--- config.mk ---
export PLATFORM = sky130hd
export DESIGN_NAME = fun_param
export DESIGN_NICKNAME = d
export VERILOG_FILES = /design/src/rtl/fun_pkg.sv /design/src/rtl/fun_shift_add_mul.sv /design/src/rtl/fun_param.sv
export SDC_FILE = /design/constraint.sdc
export NUM_CORES = 1
export LEC_CHECK = 0
export CAP_MARGIN = 20
export CORE_ASPECT_RATIO = 1.4
export CORE_UTILIZATION = 55
export DETAILED_ROUTE_END_ITERATION = 10
export GPL_ROUTABILITY_DRIVEN = 1
export GPL_TIMING_DRIVEN = 0
export PLACE_DENSITY = 0.76
export SETUP_SLACK_MARGIN = 0.1
export SKIP_LAST_GASP = 1
export SYNTH_ARGS = -nofsm -noshare
export SYNTH_HDL_FRONTEND = slang
export SYNTH_HIERARCHICAL = 1
export SYNTH_SLANG_ARGS = --single-unit
--- constraint.sdc ---
create_clock -name clk -period 5 [get_ports clk]
set_input_delay 0.75 -clock clk [delete_from_list [all_inputs] [get_ports clk]]
set_output_delay 0.75 -clock clk [all_outputs]
set_load 0.03 [all_outputs]
--- src/rtl/fun_pkg.sv ---
// fun_pkg: shared FSM state type and iteration-count helper for fun_param.
// Shared by the root engine and by the multiplier sizing.
package fun_pkg;

    typedef enum logic [1:0] {
        ST_IDLE = 2'd0,
        ST_ROOT = 2'd1,
        ST_MUL  = 2'd2
    } state_t;

    // Root digits (and multiply steps): ceil(w/3) for cbrt, ceil(w/2) for sqrt.
    function automatic int fun_n(input int width, input logic sq);
        return sq ? (width + 1) / 2 : (width + 2) / 3;
    endfunction

endpackage

--- src/rtl/fun_shift_add_mul.sv ---
// fun_shift_add_mul: iterative LSB-first shift-add multiplier.
// load captures operands and step count; done flags the final step.
module fun_shift_add_mul
    import fun_pkg::*;
#(
    parameter int AW = 8,
    parameter int BW = 4,
    parameter int PW = 12,
    parameter int CW = 3
) (
    input  logic          clk,
    input  logic          rst,
    input  logic          load,
    input  logic          step,
    input  logic [AW-1:0] a,
    input  logic [BW-1:0] b,
    input  logic [CW-1:0] n,
    output logic          done,
    output logic [PW-1:0] sum
);

    logic [PW-1:0] acc;
    logic [PW-1:0] mcand;
    logic [BW-1:0] mplier;
    logic [CW-1:0] cnt;

    // Partial product after the current step; final product on the done step.
    always_comb begin
        sum  = acc + (mplier[0] ? mcand : '0);
        done = step && (cnt == CW'(1));
    end

    // Accumulate one multiplier bit per step, shifting operands apart.
    always_ff @(posedge clk) begin
        if (rst) begin
            acc    <= '0;
            mcand  <= '0;
            mplier <= '0;
            cnt    <= '0;
        end else if (load) begin
            acc    <= '0;
            mcand  <= PW'(a);
            mplier <= b;
            cnt    <= n;
        end else if (step && cnt != '0) begin
            acc    <= sum;
            mcand  <= mcand << 1;
            mplier <= mplier >> 1;
            cnt    <= cnt - CW'(1);
        end
    end

endmodule

--- src/rtl/fun_param.sv ---
// fun_param: result = a * floor(cbrt(b)) or a * floor(sqrt(b)), fixed latency 2*N.
// Define FUN_PARAM_SQRT_EN to honour mode_i and build the square-root datapath.
module fun_param
    import fun_pkg::*;
#(
    parameter  int WIDTH = 8,
    localparam int RES_W = WIDTH + (WIDTH + 1) / 2
) (
    input  logic             clk,
    input  logic             rst,
    input  logic             start,
    input  logic             mode_i,
    input  logic [WIDTH-1:0] a_i,
    input  logic [WIDTH-1:0] b_i,
    output logic [RES_W-1:0] result,
    output logic             busy,
    output logic             done
);

    localparam int NC = fun_n(WIDTH, 1'b0);
`ifdef FUN_PARAM_SQRT_EN
    localparam int NS  = fun_n(WIDTH, 1'b1);
    localparam int RTW = NS;
`else
    localparam int RTW = NC;
`endif
    localparam int RADW = 3 * RTW;
    localparam int RW   = 3 * RTW + 3;
    localparam int CW   = $clog2(RTW + 1);

    state_t           state;
    logic [WIDTH-1:0] a_r;
    logic [RADW-1:0]  rad;
    logic [RW-1:0]    rem;
    logic [RTW-1:0]   root;
    logic [CW-1:0]    cnt;
    logic [CW-1:0]    n_cur;

    logic [RW-1:0]    r2;
    logic [RW-1:0]    rem_sh;
    logic [RW-1:0]    d;
    logic [RW-1:0]    rem_nx;
    logic [RTW-1:0]   root_nx;
    logic [RADW-1:0]  rad_nx;
    logic [RADW-1:0]  rad_cb;

    logic             mul_load;
    logic             mul_step;
    logic             mul_done;
    logic [RES_W-1:0] mul_sum;

`ifdef FUN_PARAM_SQRT_EN
    logic             mode_r;
    logic [RADW-1:0]  rad_sq;
`else
    logic             unused_mode;
    assign unused_mode = mode_i;
`endif

    assign busy   = (state != ST_IDLE);
    assign rad_cb = RADW'(b_i) << (RADW - 3 * NC);

    // One root digit per cycle: bring down digit bits, try root bit 1.
    always_comb begin
        r2      = RW'({root, 1'b0});
        rem_sh  = RW'({rem, rad[RADW-1 -: 3]});
        d       = RW'(3) * r2 * (r2 + RW'(1)) + RW'(1);
        rad_nx  = rad << 3;
        n_cur   = CW'(NC);
`ifdef FUN_PARAM_SQRT_EN
        rad_sq  = RADW'(b_i) << (RADW - 2 * NS);
        if (mode_r) begin
            rem_sh = RW'({rem, rad[RADW-1 -: 2]});
            d      = {r2[RW-2:0], 1'b0} + RW'(1);
            rad_nx = rad << 2;
            n_cur  = CW'(NS);
        end
`endif
        if (rem_sh >= d) begin
            rem_nx  = rem_sh - d;
            root_nx = {root[RTW-2:0], 1'b1};
        end else begin
            rem_nx  = rem_sh;
            root_nx = {root[RTW-2:0], 1'b0};
        end
    end

    assign mul_load = (state == ST_ROOT) && (cnt == CW'(1));
    assign mul_step = (state == ST_MUL);

    fun_shift_add_mul #(
        .AW (WIDTH),
        .BW (RTW),
        .PW (RES_W),
        .CW (CW)
    ) u_mul (
        .clk  (clk),
        .rst  (rst),
        .load (mul_load),
        .step (mul_step),
        .a    (a_r),
        .b    (root_nx),
        .n    (n_cur),
        .done (mul_done),
        .sum  (mul_sum)
    );

    // Sequencer: latch operands, run root digits, then wait for the product.
    always_ff @(posedge clk) begin
        if (rst) begin
            state  <= ST_IDLE;
            a_r    <= '0;
            rad    <= '0;
            rem    <= '0;
            root   <= '0;
            cnt    <= '0;
            result <= '0;
            done   <= 1'b0;
`ifdef FUN_PARAM_SQRT_EN
            mode_r <= 1'b0;
`endif
        end else begin
            done <= 1'b0;
            unique case (state)
                ST_IDLE: begin
                    if (start) begin
                        a_r   <= a_i;
                        rem   <= '0;
                        root  <= '0;
                        state <= ST_ROOT;
`ifdef FUN_PARAM_SQRT_EN
                        mode_r <= mode_i;
                        if (mode_i) begin
                            rad <= rad_sq;
                            cnt <= CW'(NS);
                        end else begin
                            rad <= rad_cb;
                            cnt <= CW'(NC);
                        end
`else
                        rad <= rad_cb;
                        cnt <= CW'(NC);
`endif
                    end
                end
                ST_ROOT: begin
                    rem  <= rem_nx;
                    root <= root_nx;
                    rad  <= rad_nx;
                    cnt  <= cnt - CW'(1);
                    if (cnt == CW'(1)) begin
                        state <= ST_MUL;
                    end
                end
                ST_MUL: begin
                    if (mul_done) begin
                        result <= mul_sum;
                        done   <= 1'b1;
                        state  <= ST_IDLE;
                    end
                end
                default: state <= ST_IDLE;
            endcase
        end
    end

endmodule

Word-level counts from Yosys, hierarchy flattened
Index checks and enable logic that the tools add are counted.
Storage, ports and cells
  flip-flop bits (word level): 75
  output and inout port bits: 14
Cells by class
  $add $sub $neg: 6
  $mul: 2
  $lt $le $gt $ge: 1
  equal/unequal tests: 7
  muxes and demuxes: 22
  bitwise logic cells: 1
  reductions and logical operators: 14
Operator list (number)
  9-bit case mux with 2 select lines: 2
  9-bit 2-to-1 mux: 3
  8-bit 2-to-1 mux: 2
  11-bit by 1-bit adder with 12-bit output (second input constant): 1
  12-bit adder: 1
  12-bit greater-or-equal comparator: 1
  12-bit 2-to-1 mux: 1
  2-bit 2-to-1 mux: 6
  5-bit by 5-bit multiplier with 10-bit output: 1
  3-bit 2-to-1 mux: 3
  9-bit subtractor: 1
  2-bit nonzero test: 4
  2-bit by 1-bit equality test with 1-bit output (second input constant): 3
  2-bit case mux with 3 select lines: 1
  3-bit case mux with 2 select lines: 1
  2-bit AND reduction: 3
  4-bit by 1-bit adder with 5-bit output (second input constant): 1
  2-bit by 3-bit multiplier with 5-bit output (first input constant): 1
  2-bit != test (second input constant): 2
  2-bit case mux with 2 select lines: 1
  2-bit OR reduction: 2
  2-bit by 1-bit subtractor with 2-bit output (second input constant): 2
  1-bit logical AND: 3
  3-bit AND reduction: 1
  other kinds (5): 6

Longest topological paths before layout
Gate-level depths: netlist of run 1.
  word-level depth: 6
  gate-level depth with buffers: 19
  depth with buffers taken out: 19

By module
Netlist of run 1, hierarchy kept.
Modules (own cells, without submodules)
  fun_param: instances 1, cells an instance 339, area each 2824.0 um2, sequential area each 920.9 um2
  fun_shift_add_mul: instances 1, cells an instance 239, area each 1800.5 um2, sequential area each 580.6 um2

Worst setup path before layout of run 1
No wires, ideal clock.
  kind: reg2reg
  start: register root[1]
  end: register rem[6]
  library setup time: 0.122 ns
  data arrival time: 3.980 ns
  required time: 4.878 ns
  path slack: 0.897 ns
  cell stages (with the launch flop): 17
  path buffers: 0
  period minus slack after synthesis: 4.103 ns
  path through: dfxtp_1 ha_1 fa_1 inv_1 ha_1 inv_1 and4_1 ha_1 fa_1 ha_1 a21o_1 xnor2_1 ha_1 a21o_1 a211oi_2 a211oi_1 a311o_1
Between the ends
  cells in the longest elaborated chain, start to end: 6
  elaborated cells between the ends (all ways): 8
  classes of those cells: 3 x add/sub; 2 x mul; 1 x order compare; 2 x mux
Ends and longest elaborated chain
  start, declared: line fun_param.sv:35  | logic [RTW-1:0] root;
  start signal, assigned: line fun_param.sv:148  | root <= root_nx;
  2-bit by 3-bit multiplier with 5-bit output / 4-bit by 1-bit adder with 5-bit output (equally long branches): line fun_param.sv:67  | d = RW'(3) * r2 * (r2 + RW'(1)) + RW'(1);
  5-bit by 5-bit multiplier with 10-bit output (*): line fun_param.sv:67
  11-bit by 1-bit adder with 12-bit output (*): line fun_param.sv:67
  12-bit greater-or-equal comparator / 9-bit subtractor (equally long branches): line fun_param.sv:79, fun_param.sv:80
  9-bit 2-to-1 mux (*): line fun_param.sv:79  | if (rem_sh >= d) begin
  9-bit case mux with 2 select lines (*): line fun_param.sv:124  | unique case (state)
  end signal, assigned: line fun_param.sv:147  | rem <= rem_nx;
  end, declared: line fun_param.sv:34  | logic [RW-1:0] rem;
Mark *: on every way between the ends. The rest lies on a longest branch, timed or not.
A chain may end at the register's enable or synchronous reset.

Worst setup path in the final report of run 1
Ends and elaborated chain as after synthesis.

==> impl_metrics.py, run 1 <==
metrics = {
    "pwr": {
        "pwr_density_cell_mw_per_mm2": 427,
        "switching_share": 0.404,
        "p_int_mw": 1.36,
        "p_total_mw": 2.28,
        "switchingPower_mw": 0.922,
        "leakagePower_nw": 2.27,
        "clockPowerShare": 0.263,
        "power_frac_seq": 0.311,
        "combPwrFrac": 0.427,
        "vdd_drop_max_v": 0.000423,
    },
    "timing": {
        "fin_hold_ws_ns": 0.456,
        "worst_slack_ns": 0.379,
        "min_period_ns": 4.62,
        "finalHoldViolCount": 0,
        "fin_setup_tns_ns": 0,
        "setup_viol": 0,
        "period_share": 0.924,
        "grt_setup_unrepaired": "no",
        "max_slew.worst_pin.slew_ns": 0.654,
        "slew_headroom": 0.564,
        "skew_ns": 0.00664,
        "max_freq_mhz": 216,
        "slew_viol_final": 0,
    },
    "finish": {
        "final_nets": 693,
        "final_cell_mix": "117 x nand2_1, 76 x a21oi_1, 75 x dfxtp_1, 45 x ha_1, 40 x nor2_1",
        "final_common_cell": "nand2_1",
        "areaGrowthSynthToFinish_pct": 15.7,
        "diodes": 0,
        "stdcell_count": 729,
        "drive_gt1_frac": 0.0670,
        "fill_cells": 713,
    },
    "setup_path": {
        "end_kind": "flip-flop",
        "cpMostUsedCell": "ha_1",
        "rr_endpoint": "rem[6]",
        "r2r_setup_slack_ns": 0.38,
        "critPathKind": "flip-flop to flip-flop",
        "critPathLaunchType": "flip-flop",
        "r2r_cells": 16,
        "worstPathArrival_ns": 4.84,
        "crit_required_ns": 5.22,
        "crit_chain": "ha_1, fa_1, inv_1, ha_1, inv_1, and4_1, ha_1, fa_1, ha_1, a21o_1, xnor2_1, ha_1, a21o_1, a211oi_2, a211oi_1, a311o_1",
        "slowest_delay_ns": 0.51,
        "rr_startpoint": "root[1]",
        "crit_fanout": 7,
        "cp_slowest_cell": "a211oi_2",
    },
    "clock_tree": {
        "numCtsBuffers": 9,
        "cts_root_buffer": "clkbuf_16",
        "clkSlewWorstSetupHoldPaths_ns": 0.06,
        "post_cts_resize_count": 0,
        "cts_tree": "done",
        "clock_latency_ns": 0.33,
        "clk_path_buf_depth": 2,
        "tritoncts_num_sinks": 75,
        "cts_setup_buffers": 0,
        "ctsHtreeMaxLevel": 3,
        "holdBufCountCts": 0,
    },
    "synth": {
        "synth_top_area_share": 0.325,
        "yosys_warnings": 6,
        "synth_edf_count": 0,
        "avgSynthCellArea_um2": 8.00,
        "netlist_area_mm2": 0.00462,
        "synth-main-ff-cell": "dfxtp_1",
        "ys_top_cells_by_area": "dfxtp_1 32%, ha_1 12%, nand2_1 9.5%, a21oi_1 8.2%, nor2_1 3.2%",
        "synth-seq-area-share": 0.325,
        "postSynthCellCount": 578,
        "ys_types": 65,
        "yosys.area.top_type": "dfxtp_1",
        "synth-async-reset-ratio": 0,
        "ys_seq_elements": 75,
    },
    "outcome": {
        "status": "finished clean",
    },
    "placed_design": {
        "hpwlAfterDp_um": 8640,
        "pre_cts_ws_ns": 0.392,
        "numPortBuffers": 32,
        "gp_congestion": 0.887,
        "dp_cells": 713,
    },
    "die": {
        "dieArea_mm2": 0.00878,
        "core_area_mm2": 0.00815,
        "start_util": 0.567,
        "die-height_um": 110,
        "ios": 34,
        "rows": 39,
        "dieWidth_um": 79.5,
    },
    "detailed_routing": {
        "remaining_drc_errors": 0,
        "post_drt_via_cell_ratio": 5.76,
        "drtAntennaViolNets": 0,
        "vias": 4199,
        "first_pass_iters": 5,
        "wire_per_inst_um": 15.5,
        "first_iter_violations": 266,
        "wirelength_um": 11300,
    },
    "global_routing": {
        "antenna_found_initial": 0,
        "grt_pass1_wl_um": 19100,
        "grt.total_usage": 0.272,
        "gr-total-overflow": 0,
        "grt_max_degree": 14,
        "grt_pass1_vias": 4195,
    },
    "job": {
        "cap_violations": 0,
    },
    "hold_path": {
        "holdPathEnd": "a_r[4]",
        "worstHoldStart": "a_r[4]",
        "min_path_cells": 2,
        "hold_path_class": "flip-flop to flip-flop",
    },
}
-- critical path: cells and delay by family, from the launching register on --
family | cells | cell delay (ns)
AO/OA/AOI/OAI | 5 | 1.34
flip-flops | 1 | 0.42
adder cells (fa/ha/maj) | 7 | 2.16
buffers and inverters | 2 | 0.18
AND/OR/NAND/NOR | 1 | 0.21
XOR/XNOR | 1 | 0.19
-- worst max-delay path by stage --
stage                     cells past startpoint  endpoint  slack, ns  startpoint
after floorplan                              16    rem[6]       0.90     root[1]
after global placement                       16    rem[6]       0.51     root[1]
after detailed placement                     16    rem[6]       0.39     root[1]
after CTS                                    16    rem[6]       0.38     root[1]
after global routing                         16    rem[6]       0.12     root[1]
final                                        16    rem[6]       0.38     root[1]
-- power by group through the flow --
| stage | combinational (mW) | sequential [mW] | clock (mW) |
|---|---|---|---|
| floorplan | 0.730 | 0.701 | 0 |
| global placement | 0.925 | 0.719 | 0 |
| detailed placement | 0.951 | 0.721 | 0 |
| CTS | 0.960 | 0.708 | 0.606 |
| global route | 1.07 | 0.716 | 0.632 |
| finish | 0.974 | 0.709 | 0.600 |
-- Yosys cell counts, types with 6 or more instances --
library cell / number
buf_2: 8
and2_1: 21
nand4_1: 7
nor3_1: 8
dfxtp_1: 75
nand2_1: 117
a21o_1: 10
inv_1: 14
o211ai_1: 10
a311oi_1: 6
fa_1: 6
a21oi_1: 76
o21ai_0: 9
nor2_1: 40
ha_1: 45
nand3_1: 13
clkbuf_1: 21
xor2_1: 13
xnor2_1: 9
-- flip-flops by register name, indices dropped and copies added, names as in the netlist --
signal and cells:
a_r 8, cnt 2, done 1, rad 9, rem 9, result 12
root 3, state 2, u_mul/acc 12, u_mul/cnt 2, u_mul/mcand 12, u_mul/mplier 3
-- through the flow --
stage	area, µm²	utilization
after floorplan	4630	-
after global placement	5080	0.623
after detailed placement	5080	0.623
after CTS	5350	0.657
after global routing	5350	0.657
final	5350	0.657
-- layer usage --
| metal | track usage | vias to the layer above | share of wire |
|---|---|---|---|
| met5 | 0 | - | 0 |
| met2 | 0.492 | 99 | 0.54 |
| met4 | 0.116 | 0 | 0.025 |
| met3 | 0.0430 | 28 | 0.035 |
| li1 | - | 2107 | - |
| met1 | 0.306 | 1965 | 0.40 |
-- layout make-up --
type | count | area (µm²) | area share
Timing Repair Buffer | 32 | 320 | 0.0599
Clock inverter | 3 | 23.8 | 0.00444
Sequential cell | 75 | 1500 | 0.281
Tap cell | 102 | 128 | 0.0239
Inverter | 15 | 56.3 | 0.0105
Multi-Input combinational cell | 457 | 2930 | 0.548
Clock buffer | 13 | 250 | 0.0468
Buffer | 32 | 138 | 0.0257
-- cells by family after synthesis --
kind of cell             count (synthesis)  synth area share
other                                    1          0.000811
adder cells (fa/ha/maj)                 51             0.148
XOR/XNOR                                22            0.0417
AO/OA/AOI/OAI                          149             0.205
buffers and inverters                   47            0.0419
AND/OR/NAND/NOR                        231             0.233
flip-flops                              75             0.325
multiplexers                             2           0.00460
Note: power is estimated with default switching activity, not from simulation.
==> run 2: changes to the inputs <==
Settings changed: CORE_MARGIN set to 3, PLACE_DENSITY 0.76 to 0.8.
==> run 2 against run 1 <==
  * First-iteration DRC count decreased by 24%
  * Clock skew decreased by 0.0013 ns
  * Wire length decreased by 2.0%
  * Sequential cell count unchanged
  * Clock power decreased by 12%
  * Combinational power decreased by 0.4%
  * Total power decreased by 3.5%
  * Die area increased by 8.8%
  * Non-clock buffer count unchanged
  * Setup slack improved by 0.039 ns
  * Sequential power about the same
==> impl_metrics.py, run 2 (synthesis results as in run 1) <==
metrics = {
    "placed_design": {
        "dp_cells": 711,
        "pre_cts_ws_ns": 0.365,
        "hpwlAfterDp_um": 8550,
        "gp_congestion": 0.932,
        "place_area_mm2": 0.00507,
        "numPortBuffers": 32,
    },
    "clock_tree": {
        "clkSlewWorstSetupHoldPaths_ns": 0.08,
        "numCtsBuffers": 9,
        "cts_tree": "done",
        "cts_root_buffer": "clkbuf_8",
        "ctsHtreeMaxLevel": 3,
        "cts_setup_buffers": 0,
        "tritoncts_num_sinks": 75,
        "clk_path_buf_depth": 2,
        "holdBufCountCts": 0,
        "clock_latency_ns": 0.35,
        "post_cts_resize_count": 0,
    },
    "pwr": {
        "vdd_drop_max_v": 0.000355,
        "p_total_mw": 2.20,
        "pwr_density_cell_mw_per_mm2": 415,
        "leakagePower_nw": 2.25,
    },
    "setup_path": {
        "crit_required_ns": 5.24,
        "critPathKind": "flip-flop to flip-flop",
        "end_kind": "flip-flop",
        "crit_fanout": 7,
        "critPathLaunchType": "flip-flop",
        "worstPathArrival_ns": 4.82,
    },
    "job": {
        "cap_violations": 0,
    },
    "global_routing": {
        "grt_max_degree": 14,
        "grt.total_usage": 0.241,
        "gr-total-overflow": 0,
        "grt_pass1_vias": 4241,
        "grt_pass1_wl_um": 18900,
        "antenna_found_initial": 0,
    },
    "die": {
        "start_util": 0.582,
        "rows": 38,
        "core_area_mm2": 0.00794,
        "dieWidth_um": 83.5,
        "die-height_um": 114,
        "dieArea_mm2": 0.00956,
        "ios": 34,
    },
    "timing": {
        "grt_setup_unrepaired": "no",
        "setup_viol": 0,
        "finalHoldViolCount": 0,
        "max_freq_mhz": 218,
        "fin_hold_ws_ns": 0.455,
        "worst_slack_ns": 0.418,
        "fin_setup_tns_ns": 0,
        "max_slew.worst_pin.slew_ns": 0.731,
        "slew_viol_final": 0,
        "period_share": 0.916,
        "slew_headroom": 0.513,
        "skew_ns": 0.00531,
        "min_period_ns": 4.58,
    },
    "outcome": {
        "status": "finished clean",
    },
    "hold_path": {
        "hold_path_class": "flip-flop to flip-flop",
    },
    "finish": {
        "final_cell_mix": "117 x nand2_1, 76 x a21oi_1, 75 x dfxtp_1, 45 x ha_1, 40 x nor2_1",
        "drive_gt1_frac": 0.0702,
        "stdcell_count": 727,
        "final_nets": 693,
        "final_common_cell": "nand2_1",
        "fill_cells": 680,
        "stdcell_area_mm2": 0.00531,
        "top_regs": "result (12), u_mul/acc (12), u_mul/mcand (12)",
        "diodes": 0,
        "areaGrowthSynthToFinish_pct": 14.8,
        "fin_util": 0.668,
    },
    "detailed_routing": {
        "wire_per_inst_um": 15.2,
        "remaining_drc_errors": 0,
        "drtAntennaViolNets": 0,
        "first_iter_violations": 203,
        "first_pass_iters": 4,
        "vias": 4242,
        "post_drt_via_cell_ratio": 5.83,
        "wirelength_um": 11100,
    },
}
-- run 2: cell count changes in the layout (fill, tap and decap cells not counted) --
cell and delta:
a211oi_2 -1, a211oi_4 +1, bufinv_16 +2, clkbuf_1 -2, clkbuf_16 -9, clkbuf_8 +9, clkinvlp_4 -1, inv_6 +1
-- run 2: layout make-up --
type	instances	area (µm²)	area share
Multi-Input combinational cell	457	2940	0.554
Sequential cell	75	1500	0.283
Timing Repair Buffer	32	320	0.0603
Clock buffer	11	141	0.0266
Buffer	32	138	0.0259
Tap cell	100	125	0.0236
Clock inverter	5	85.1	0.0160
Inverter	15	56.3	0.0106
-- run 2: critical path, stage by stage, from the launching register on --
cell	delay, ns
dfxtp_1	0.43
ha_1	0.30
fa_1	0.37
inv_1	0.06
ha_1	0.23
inv_1	0.12
and4_1	0.22
ha_1	0.19
fa_1	0.44
ha_1	0.34
a21o_1	0.19
xnor2_1	0.17
ha_1	0.30
a21o_1	0.23
a211o_1	0.41
nor2_4	0.20
inv_2	0.07
a21oi_1	0.15
nor2_1	0.05
-- run 2: path summary, 6_finish.rpt --
check / startpoint / end / slack (ns) / cells after the start
worst max-delay path: root[1] / u_mul/mplier[0] / 0.42 / 18
worst min-delay path: result[10] / result[10] / 0.46 / 2
worst max register to register: root[1] / u_mul/mplier[0] / 0.42 / 18
worst min register to register: result[10] / result[10] / 0.46 / 2
-- run 2: report_power, final --
part           internal, mW  leakage (nW)  switching (mW)
clock                 0.297         0.110           0.228
combinational         0.364          1.54           0.607
sequential            0.654         0.609          0.0549
total                  1.31          2.25           0.889
-- run 2: per-layer routing --
layer | vias to the layer above | track usage | wire length, µm
met5 | - | 0 | 0
met4 | 0 | 0.117 | 373
met3 | 31 | 0.0461 | 369
met2 | 85 | 0.453 | 5950
met1 | 2015 | 0.256 | 4380
li1 | 2111 | - | -
==> run 3: changes to the inputs <==
Settings changed: ABC_AREA set to 1, CORE_ASPECT_RATIO 1.4 to unset, PLACE_DENSITY 0.8 to 0.79.
==> run 3 against run 2 <==
  * Final cell count grew 20%
  * Clock power shrank 22%
  * Highest routed layer unchanged
  * Die area grew 7.5%
  * Clock skew grew 0.0025 ns
  * Synthesized area grew 8.2%
  * Wire length grew 1.7%
  * Critical path type unchanged
  * Critical path depth grew 5
  * Cell area grew 6.1%
  * Total power grew 13%
  * Count of clock-buffer cells in the layout shrank 1
  * Hold slack gained 0.0057 ns
  * Largest cell class unchanged
==> impl_metrics.py, run 3 <==
metrics = {
    "outcome": {
        "status": "finished clean",
    },
    "finish": {
        "final_nets": 830,
        "stdcell_area_mm2": 0.00563,
        "drive_gt1_frac": 0.0982,
        "areaGrowthSynthToFinish_pct": 12.6,
        "top_regs": "result (12), u_mul/acc (12), u_mul/mcand (12)",
        "final_cell_mix": "196 x nand2_1, 99 x inv_1, 75 x dfxtp_1, 61 x nor2_1, 46 x nand3_1",
        "stdcell_count": 872,
        "final_common_cell": "nand2_1",
        "fin_util": 0.643,
        "fill_cells": 800,
        "diodes": 0,
    },
    "die": {
        "rows": 34,
        "die-height_um": 101,
        "core_area_mm2": 0.00876,
        "ios": 34,
        "dieArea_mm2": 0.0103,
        "start_util": 0.571,
        "dieWidth_um": 101,
    },
    "clock_tree": {
        "cts_root_buffer": "clkbuf_8",
        "cts_setup_buffers": 0,
        "clkSlewWorstSetupHoldPaths_ns": 0.07,
        "tritoncts_num_sinks": 75,
        "cts_tree": "done",
        "clk_path_buf_depth": 2,
        "post_cts_resize_count": 0,
        "numCtsBuffers": 9,
        "holdBufCountCts": 0,
        "clock_latency_ns": 0.34,
        "ctsHtreeMaxLevel": 3,
    },
    "timing": {
        "max_freq_mhz": 233,
        "fin_hold_ws_ns": 0.461,
        "slew_viol_final": 0,
        "period_share": 0.860,
        "max_slew.worst_pin.slew_ns": 0.610,
        "fin_setup_tns_ns": 0,
        "finalHoldViolCount": 0,
        "grt_setup_unrepaired": "no",
        "skew_ns": 0.00780,
        "worst_slack_ns": 0.699,
        "slew_headroom": 0.593,
        "setup_viol": 0,
        "min_period_ns": 4.30,
    },
    "synth": {
        "avgSynthCellArea_um2": 7.00,
        "ys_top_cells_by_area": "dfxtp_1 30%, nand2_1 15%, ha_1 11%, inv_1 7.4%, nand3_1 4.6%",
        "synth_edf_count": 0,
        "synth-seq-area-share": 0.300,
        "netlist_area_mm2": 0.00500,
        "synthMostInstantiatedCell": "nand2_1",
        "synth-async-reset-ratio": 0,
        "yosys_warnings": 6,
        "ys_seq_elements": 75,
        "yosys.area.top_type": "dfxtp_1",
        "synth-main-ff-cell": "dfxtp_1",
        "netlist_top_cells_count": "196 x nand2_1, 99 x inv_1, 75 x dfxtp_1, 61 x nor2_1, 46 x nand3_1",
        "postSynthCellCount": 715,
        "synth_top_area_share": 0.300,
        "ys_types": 40,
    },
    "setup_path": {
        "worstPathArrival_ns": 4.58,
        "critPathKind": "flip-flop to flip-flop",
        "r2r_setup_slack_ns": 0.70,
        "crit_required_ns": 5.28,
        "rr_endpoint": "rem[8]",
        "r2r_cells": 23,
        "crit_start": "root[1]",
        "rr_startpoint": "root[1]",
        "critPathLaunchType": "flip-flop",
        "crit_fanout": 11,
        "end_kind": "flip-flop",
    },
    "global_routing": {
        "gr-total-overflow": 0,
        "grt_pass1_wl_um": 19200,
        "grt_pass1_vias": 4303,
        "grt.total_usage": 0.230,
        "antenna_found_initial": 0,
        "grt_max_degree": 14,
    },
    "pwr": {
        "p_total_mw": 2.49,
        "pwr_density_cell_mw_per_mm2": 441,
        "vdd_drop_max_v": 0.000495,
        "leakagePower_nw": 2.72,
    },
    "detailed_routing": {
        "drtAntennaViolNets": 0,
        "first_pass_iters": 5,
        "first_iter_violations": 294,
        "post_drt_via_cell_ratio": 5.24,
        "wirelength_um": 11300,
        "wire_per_inst_um": 12.9,
        "remaining_drc_errors": 0,
        "vias": 4567,
    },
    "placed_design": {
        "pre_cts_ws_ns": 0.720,
        "gp_congestion": 0.888,
        "numPortBuffers": 32,
        "place_area_mm2": 0.00546,
        "dp_cells": 856,
        "hpwlAfterDp_um": 8870,
    },
    "hold_path": {
        "min_path_cells": 2,
        "worstHoldStart": "result[8]",
        "holdPathEnd": "result[8]",
        "hold_path_class": "flip-flop to flip-flop",
    },
    "job": {
        "cap_violations": 0,
    },
}
-- run 3: changes by cell type in the layout (fill, tap and decap cells not counted), sizes merged, moves of 5 or more --
cell    before  now
nand3       13   57
o211ai      10    0
a21oi       79   54
nand4        7   12
a311oi       6    0
nor2        41   66
nor3        10    2
and2        21    0
nand2      117  209
inv         16  100
a31oi        3   10
a21o        10    1
clkbuf      32   20
a211oi       6   11
-- run 3: kinds of logic after synthesis --
logic type / after synthesis / synth area share
compound gates: 96 / 0.115
xor+xnor: 14 / 0.0245
fa+ha+maj: 51 / 0.137
buf+inv: 125 / 0.107
flops: 75 / 0.300
other cells: 1 / 0.000749
simple gates: 353 / 0.316
-- run 3: worst max-delay path, cell delays in order, from the launching register on --
cell	delay (ns)
dfxtp_1	0.46
ha_1	0.33
fa_1	0.37
inv_1	0.06
ha_1	0.25
nor2_1	0.12
ha_1	0.24
ha_1	0.28
inv_1	0.04
o21bai_1	0.14
nand2_1	0.06
o21ai_0	0.33
nand2_1	0.12
nand3_1	0.09
nand2_1	0.07
ha_1	0.29
nand2_1	0.08
nand2_1	0.08
a21oi_4	0.31
nand3_4	0.11
buf_6	0.16
nand2_2	0.07
nand3_2	0.06
a21oi_2	0.11
-- run 3: area by class of cell --
type	instances	area [µm²]	area share
clock buffer	10	128	0.0227
sequential	75	1500	0.267
inverter	100	375	0.0667
multi-input combinational	516	2970	0.527
timing repair buffer	32	320	0.0569
tap	108	135	0.0240
clock inverter	6	41.3	0.00733
buffer	25	160	0.0284
-- run 3: metal layers --
layer,vias to the layer above,part of all wire,global-route usage
met5,-,0,0
li1,2370,-,-
met4,0,0.023,0.0736
met2,96,0.49,0.399
met3,18,0.034,0.0365
met1,2083,0.45,0.293
-- run 3: worst max-delay path by stage --
stage	endpoint	slack [ns]	depth (start not counted)
after floorplan	rem[7]	1.19	21
after global placement	rem[0]	0.82	23
after detailed placement	rem[4]	0.72	23
after CTS	rem[8]	0.70	23
after global routing	rem[8]	0.37	23
final	rem[8]	0.70	23
-- run 3: where the power goes --
part           internal [mW]  switching, mW
combinational          0.514          0.858
clock                  0.180          0.227
sequential             0.654         0.0529
total                   1.35           1.14
